### config.mk
export PLATFORM = sky130hd
export DESIGN_NAME = fp_enco_norm_flat
export DESIGN_NICKNAME = d
export VERILOG_FILES = /design/src/rtl/fp_enco_norm_if.sv /design/src/rtl/fp_enco_norm.sv /design/src/flat_wrapper.sv
export SDC_FILE = /design/constraint.sdc
export NUM_CORES = 1
export LEC_CHECK = 0
export ABC_CLOCK_PERIOD_IN_PS = 2840
export BUFFER_PORTS_ARGS = -buffer_cell sky130_fd_sc_hd__buf_4
export CAP_MARGIN = 15
export CORE_MARGIN = 2
export CORE_UTILIZATION = 35
export CTS_BUF_LIST = sky130_fd_sc_hd__clkbuf_8
export DETAILED_ROUTE_END_ITERATION = 8
export HOLD_SLACK_MARGIN = 0.08
export PLACE_DENSITY = 0.51
export SYNTH_ARGS = -nofsm -noshare
export SYNTH_HDL_FRONTEND = slang
export SYNTH_SLANG_ARGS = --single-unit
### constraint.sdc
create_clock -name clk -period 2.84 [get_ports clk]
set_clock_uncertainty 0.2 [all_clocks]
set_input_delay 0.142 -clock clk [delete_from_list [all_inputs] [get_ports clk]]
set_output_delay 0.142 -clock clk [all_outputs]
set_load 0.01 [all_outputs]
### src/rtl/fp_enco_norm_if.sv
// Operand/result bundle between the arithmetic core, fp_enco_norm and the result register.
// Valid/ready on both sides: a beat moves on the rising edge where valid && ready;
// the sender holds its payload stable while valid is high and ready is low.
interface fp_enco_norm_if;
  logic        in_valid;
  logic        in_ready;
  logic        Signo_R;
  logic [9:0]  Exponente_R;
  logic [27:0] Mantissa_R;
  logic        out_valid;
  logic        out_ready;
  logic [31:0] Float_num_R;
  logic        Overflow;
  logic        Underflow;
  logic        Inexact;

  modport master (
    output in_valid, Signo_R, Exponente_R, Mantissa_R, out_ready,
    input  in_ready, out_valid, Float_num_R, Overflow, Underflow, Inexact
  );

  modport slave (
    input  in_valid, Signo_R, Exponente_R, Mantissa_R, out_ready,
    output in_ready, out_valid, Float_num_R, Overflow, Underflow, Inexact
  );
endinterface

### src/rtl/fp_enco_norm.sv
// Normalizes an unpacked sign/exponent/raw mantissa one shift per cycle, rounds to
// nearest-even and packs an IEEE-754 single. One operand in flight at a time.
module fp_enco_norm #(
  parameter int MAX_SHIFT = 27
) (
  input  logic             clk,
  input  logic             rst,
  fp_enco_norm_if.slave    bus,
  output logic [1:0]       dbg_state
);
  localparam int CW = $clog2(MAX_SHIFT + 1);
  localparam logic signed [10:0] EXP_FLUSH = -11'sd25;
  localparam logic signed [10:0] EXP_ONE   = 11'sd1;
  localparam logic signed [10:0] EXP_INF   = 11'sd255;

  typedef enum logic [1:0] {IDLE = 2'd0, NORM = 2'd1, ROUND = 2'd2, DONE = 2'd3} state_t;

  state_t state, state_n;
  logic              sign_q, sign_n;
  logic signed [10:0] exp_q, exp_n;
  logic [27:0]       mant_q, mant_n;
  logic [CW-1:0]     cnt_q, cnt_n;
  logic              zero_q, zero_n;
  logic              flush_q, flush_n;
  logic              grs_q, grs_n;
  logic              out_valid_q, out_valid_n;
  logic [31:0]       float_q, float_n;
  logic              ovf_q, ovf_n, unf_q, unf_n, inx_q, inx_n;
  logic              rnd_inc;
  logic [24:0]       rnd_sum;

  always_ff @(posedge clk) begin
    if (rst) begin
      state       <= IDLE;
      sign_q      <= 1'b0;
      exp_q       <= '0;
      mant_q      <= '0;
      cnt_q       <= '0;
      zero_q      <= 1'b0;
      flush_q     <= 1'b0;
      grs_q       <= 1'b0;
      out_valid_q <= 1'b0;
      float_q     <= '0;
      ovf_q       <= 1'b0;
      unf_q       <= 1'b0;
      inx_q       <= 1'b0;
    end else begin
      state       <= state_n;
      sign_q      <= sign_n;
      exp_q       <= exp_n;
      mant_q      <= mant_n;
      cnt_q       <= cnt_n;
      zero_q      <= zero_n;
      flush_q     <= flush_n;
      grs_q       <= grs_n;
      out_valid_q <= out_valid_n;
      float_q     <= float_n;
      ovf_q       <= ovf_n;
      unf_q       <= unf_n;
      inx_q       <= inx_n;
    end
  end

  always_comb begin
    state_n     = state;
    sign_n      = sign_q;
    exp_n       = exp_q;
    mant_n      = mant_q;
    cnt_n       = cnt_q;
    zero_n      = zero_q;
    flush_n     = flush_q;
    grs_n       = grs_q;
    out_valid_n = out_valid_q;
    float_n     = float_q;
    ovf_n       = ovf_q;
    unf_n       = unf_q;
    inx_n       = inx_q;
    // Nearest-even: round up on G unless it is an exact tie with an even LSB.
    rnd_inc     = mant_q[2] & (mant_q[1] | mant_q[0] | mant_q[3]);
    rnd_sum     = mant_q[27:3] + {24'd0, rnd_inc};

    case (state)
      IDLE: begin
        if (bus.in_valid) begin
          sign_n  = bus.Signo_R;
          exp_n   = {bus.Exponente_R[9], bus.Exponente_R};
          mant_n  = bus.Mantissa_R;
          cnt_n   = '0;
          zero_n  = 1'b0;
          flush_n = 1'b0;
          grs_n   = 1'b0;
          state_n = NORM;
        end
      end
      NORM: begin
        if (mant_q == 28'd0) begin
          zero_n  = 1'b1;
          state_n = ROUND;
        end else if (exp_q < EXP_FLUSH || cnt_q == CW'(MAX_SHIFT)) begin
          flush_n = 1'b1;
          state_n = DONE;
        end else if (mant_q[27] || exp_q < EXP_ONE) begin
          mant_n = {1'b0, mant_q[27:2], mant_q[1] | mant_q[0]};
          exp_n  = exp_q + 11'sd1;
          cnt_n  = cnt_q + CW'(1);
        end else if (!mant_q[26] && exp_q > EXP_ONE) begin
          mant_n = {mant_q[26:0], 1'b0};
          exp_n  = exp_q - 11'sd1;
          cnt_n  = cnt_q + CW'(1);
        end else begin
          state_n = ROUND;
        end
      end
      ROUND: begin
        grs_n = |mant_q[2:0];
        if (rnd_sum[24]) begin
          mant_n = {1'b0, rnd_sum[24:1], 3'b000};
          exp_n  = exp_q + 11'sd1;
        end else begin
          mant_n = {rnd_sum, 3'b000};
        end
        state_n = DONE;
      end
      DONE: begin
        if (!out_valid_q) begin
          out_valid_n = 1'b1;
          if (zero_q) begin
            float_n = {sign_q, 31'd0};
            ovf_n = 1'b0; unf_n = 1'b0; inx_n = 1'b0;
          end else if (flush_q) begin
            float_n = {sign_q, 31'd0};
            ovf_n = 1'b0; unf_n = 1'b1; inx_n = 1'b1;
          end else if (exp_q >= EXP_INF) begin
            float_n = {sign_q, 8'hFF, 23'd0};
            ovf_n = 1'b1; unf_n = 1'b0; inx_n = 1'b1;
          end else if (!mant_q[26]) begin
            float_n = {sign_q, 8'h00, mant_q[25:3]};
            ovf_n = 1'b0; unf_n = grs_q; inx_n = grs_q;
          end else begin
            float_n = {sign_q, exp_q[7:0], mant_q[25:3]};
            ovf_n = 1'b0; unf_n = 1'b0; inx_n = grs_q;
          end
        end else if (bus.out_ready) begin
          out_valid_n = 1'b0;
          state_n     = IDLE;
        end
      end
      default: state_n = IDLE;
    endcase
  end

  assign bus.in_ready    = (state == IDLE);
  assign bus.out_valid   = out_valid_q;
  assign bus.Float_num_R = float_q;
  assign bus.Overflow    = ovf_q;
  assign bus.Underflow   = unf_q;
  assign bus.Inexact     = inx_q;
  assign dbg_state       = state;
endmodule

### src/flat_wrapper.sv
// flat-port wrapper written by rule: the top's interface ports become plain ports
module fp_enco_norm_flat 
#(
  parameter int MAX_SHIFT = 27
)
  (clk, rst, dbg_state, bus_in_valid, bus_Signo_R, bus_Exponente_R, bus_Mantissa_R, bus_out_ready, bus_in_ready, bus_out_valid, bus_Float_num_R, bus_Overflow, bus_Underflow, bus_Inexact);
  fp_enco_norm_if bus_i ();
  input  logic clk;
  input  logic rst;
  output logic [1:0] dbg_state;
  input wire logic [$bits(bus_i.in_valid)-1:0] bus_in_valid;
  input wire logic [$bits(bus_i.Signo_R)-1:0] bus_Signo_R;
  input wire logic [$bits(bus_i.Exponente_R)-1:0] bus_Exponente_R;
  input wire logic [$bits(bus_i.Mantissa_R)-1:0] bus_Mantissa_R;
  input wire logic [$bits(bus_i.out_ready)-1:0] bus_out_ready;
  output wire logic [$bits(bus_i.in_ready)-1:0] bus_in_ready;
  output wire logic [$bits(bus_i.out_valid)-1:0] bus_out_valid;
  output wire logic [$bits(bus_i.Float_num_R)-1:0] bus_Float_num_R;
  output wire logic [$bits(bus_i.Overflow)-1:0] bus_Overflow;
  output wire logic [$bits(bus_i.Underflow)-1:0] bus_Underflow;
  output wire logic [$bits(bus_i.Inexact)-1:0] bus_Inexact;
  assign bus_i.in_valid = bus_in_valid;
  assign bus_i.Signo_R = bus_Signo_R;
  assign bus_i.Exponente_R = bus_Exponente_R;
  assign bus_i.Mantissa_R = bus_Mantissa_R;
  assign bus_i.out_ready = bus_out_ready;
  assign bus_in_ready = bus_i.in_ready;
  assign bus_out_valid = bus_i.out_valid;
  assign bus_Float_num_R = bus_i.Float_num_R;
  assign bus_Overflow = bus_i.Overflow;
  assign bus_Underflow = bus_i.Underflow;
  assign bus_Inexact = bus_i.Inexact;
  fp_enco_norm #(.MAX_SHIFT(MAX_SHIFT)) u_core (.clk(clk), .rst(rst), .bus(bus_i), .dbg_state(dbg_state));
endmodule
==> results summary <==
The flow ran to the end, and the final reports show no timing, DRC or antenna violations. Synthesis handed over a netlist of just over 800 instances. The signal on the critical path passes through and2_1 > ha_2 > nand3_4 > or4_4 > or3_4 > and3_4 > a31oi_1 > o221ai_1 > a211oi_1.

The antenna diode count is 0. The vias per cell came out at roughly 5.8. After detailed routing, the average wire length per cell comes to 19.0 µm. Across all register-to-register paths, the minimum setup slack is 0.13 ns. The total nets after synthesis came out at 867. The synthesized-area fraction occupied by and/or/nand/nor cells is 0.264.

The xor/xnor share of the synthesized area came out at 0.0366. The all-layer global routing usage came out at 0.249. Tracing the worst setup path back leads to its startpoint at u_core.mant_q[3]. The sequential-to-total area share from yosys stat came out at 0.288. The worst-skew pair later-pin latency came out at 0.40 ns. The TritonCTS clock tree is yes. After synthesis, the mean cell area works out to ~7.4 µm².

The share of flip-flops with an asynchronous set or reset came out at 0. The HPWL after detailed placement came out at roughly 16000 µm. The initial core utilization came out at 0.360. The start point of the worst min-delay path is bus_Mantissa_R[20]. The summed negative setup slack over all endpoints came out at 0 ns.

The initial antenna violation count is 0. The leakage power is 3.07 nW. STA puts the critical path data required time at about 3 ns. The number of global-route vias before repair came out at between 6000 and 7000. Detailed routing placed a total of 1080 µm of wire on met3. The ratio of final minimum period to clock period came out at 0.954. The remaining antenna violation count is 0.

Clock tree synthesis inserted a total of 9 buffers. The cell count of the worst reg-to-reg path is 9. The clock input transition at the sequential cells of the worst setup and hold paths came out at 0.10 ns. The cell depth of the worst setup path is 9.

The worst min-delay path category is in2reg. In this run the cell area of the synthesized design comes to approximately 6000 µm². The worst setup path is captured at a flop. Setup repair after global routing left no endpoint under its margin. The critical path in this run is classified as reg2reg. The biggest cell delay along the critical path came out at 0.49 ns. The wire length after detailed routing came out at 22400 µm.

The clock passes through at most 2 buffers. The tightest slew margin relative to the limit came out at 0.619. The final max-slew violation count came out at 0. By area, the combinational part of the netlist is dominated by compound AO/OA/AOI/OAI gates.

Derived from the worst setup path, the maximum achievable clock frequency is ~370 MHz. The number of max-capacitance violations reported came out at 0. The number of standard cells in the layout, taps in and fillers out is about 1200. The startpoint identified for the worst register-to-register timing path is u_core.mant_q[3]. The synthesis-stage register bit count came out at 86. After the first detailed-routing iteration, the DRC count stood at 730. The detailed route wirelength on metal2 is around 11000 µm. Synthesis instantiated 76 different standard cells from the library.

The number of placed instances, taps included is 1117. Summed over all layers, the global routing overflow is 0. The fraction of final layout cells with drive strength greater than 1 is 0.220. The maximum level of the CTS H-tree came out at 3.

The count of flip-flops with a built-in enable after synthesis came out at 0. The worst-case IR drop observed on VDD is 0.435 mV. The y dimension of the die is 135 µm. The count of warnings emitted by yosys came out at 0. The slowest stage of the critical path is the or4_4 cell. The number of cells on the worst hold path is 5.

The power per standard cell area is 988 nW/µm². Relative to the synthesized area, the layout overhead comes to 32.0%. The number of iterations in the first detailed-routing pass came out at 5. The post-route DRC violation count came out at 0. The count of vias placed by the detailed router came out at 6788. Routed signal wires occupy layers up through met4. The cell row count is 47.

The smallest clock period supported by the final layout is computed as roughly 2.7 ns. The wire length of the first global-routing pass came out at 35800 µm. The standard cell core area is 16600 µm². The multiplexer area fraction after synthesis came out at 0.0286. The length of routed wiring on met1 came out at 9920 µm. The clock tree root driver cell is clkbuf_8. The number of hold violations in the final report was 0.

In this design, the largest share of critical-path delay is due to simple AND/OR/NAND/NOR gates. The width of the chip is 135 µm. The total die area came out at 18200 µm². The congestion estimate from routability-driven global placement came to 0.929. The final layout net count came out at 1005.

The transition time at the pin with the least slew margin is 0.568 ns. The worst setup path is launched from a flop. The synthesized-area fraction occupied by ao, oa, aoi and oai cells is 0.285. Of the total synthesized cell area, the portion taken by full adders, half adders and majority gates is 0.0209. The TritonCTS sink count is 86. The count of final setup violators came out at 0. The maximum number of pins on one net before global-route repair came out at 46. The number of placed I/O pins came out at slightly above 80. The data arrival at the endpoint of the critical path came out at 2.81 ns.

Port buffering added 81 buffers. Among all flip-flop cells after synthesis, the most frequent one is dfxtp_1. The number of filler instances in the final layout came out at 1705.

In this run the worst path has a maximum fanout of 5. The number of buffers and inverters on the critical path is 0.
## per-stage QoR
step                setup WS, ns  total power (W)  utilization  cell area (µm²)  hold slack (ns)
finish                     0.132          0.00781        0.475             7900            0.118
global route             0.00140          0.00834        0.475             7900            0.139
CTS                      0.00662          0.00774        0.472             7850           0.0861
detailed placement        0.0273          0.00657        0.432             7190            0.222
global placement          0.0777          0.00655        0.432             7190            0.209
floorplan               0.000570          0.00482            -             6000           0.0895
## sequential cells by signal (all words and copies together) (netlist names), 2 cells and up
name	flops
u_core.cnt_q	5
u_core.exp_q	11
u_core.mant_q	28
u_core.bus.Float_num_R	32
u_core.dbg_state	2
## report_power, final
part,switching [W],total (W),internal (W)
sequential,0.000326,0.00178,0.00145
clock,0.000527,0.00111,0.000582
combinational,0.00300,0.00492,0.00192
total,0.00386,0.00781,0.00395
## kinds of logic after synthesis
family                     Yosys count
muxes                               17
AOI/OAI and AO/OA                  253
and+or+nand+nor                    318
DFF                                 86
buffers and inverters              105
xor gates and xnor gates            25
adders and majority gates           10
## final timing paths
kind,to
setup / recovery,u_core.mant_q[20]
setup reg to reg,u_core.mant_q[20]
hold / removal,u_core.mant_q[20]
hold reg to reg,u_core.bus.Overflow
## cells in the mapped netlist, drive strengths merged (5+ instances only)
library cell	number	share of area
xnor2	16	0.023
ha	10	0.021
clkbuf	52	0.033
nor4	13	0.017
xor2	9	0.013
nand2	83	0.053
buf	34	0.033
a22oi	34	0.043
nand3	22	0.019
inv	16	0.010
nor3	33	0.030
nor2	104	0.066
a211oi	20	0.025
dfxtp	86	0.29
nand2b	6	0.0063
a311oi	5	0.0073
or3	6	0.0071
o21ai	49	0.042
a21oi	58	0.048
nand4	14	0.020
and2	6	0.0067
nand3b	9	0.011
o31ai	6	0.0098
o221ai	7	0.010
nor2b	7	0.0073
a31oi	22	0.023
o41ai	9	0.013
mux2i	16	0.027
## timing repair
action,CTS,global route
hold buffers,42,0
endpoints found under the setup margin,0,30
setup buffers,0,1
endpoints found under the hold margin,60,0
resized for setup,0,6
## cells in the final DEF (no fill, tap or decap), drive strengths merged, types with 18 or more instances in the layout
cell type and n:
nor2 104, a21oi 58, nor3 33, dlygate4sd3 42
a31oi 22, buf 171, dfxtp 86, o21ai 49
a211oi 20, nand3 22, inv 18, a22oi 34
nand2 83
## routing by layer
metal | global-route usage | vias to the layer above
met2 | 0.435 | 222
met5 | 0 | -
met3 | 0.0285 | 20
li1 | - | 3257
met1 | 0.320 | 3289
met4 | 0.0795 | 0
## cell type report
cell class | instances | area [µm²] | share of cell area
clock buffer | 9 | 124 | 0.0157
clock inverter | 7 | 115 | 0.0146
inverter | 19 | 71.3 | 0.00902
multi-input combinational | 623 | 3850 | 0.487
sequential | 86 | 1720 | 0.218
tap | 220 | 275 | 0.0348
timing repair buffer | 213 | 1750 | 0.221
## worst register-to-register path, cell delays in order (launching register included)
cell,delay (ns)
dfxtp_1,0.34
and2_1,0.13
ha_2,0.20
nand3_4,0.08
or4_4,0.49
or3_4,0.41
and3_4,0.21
a31oi_1,0.16
o221ai_1,0.14
a211oi_1,0.25
Power figures use the tool's default switching activity.
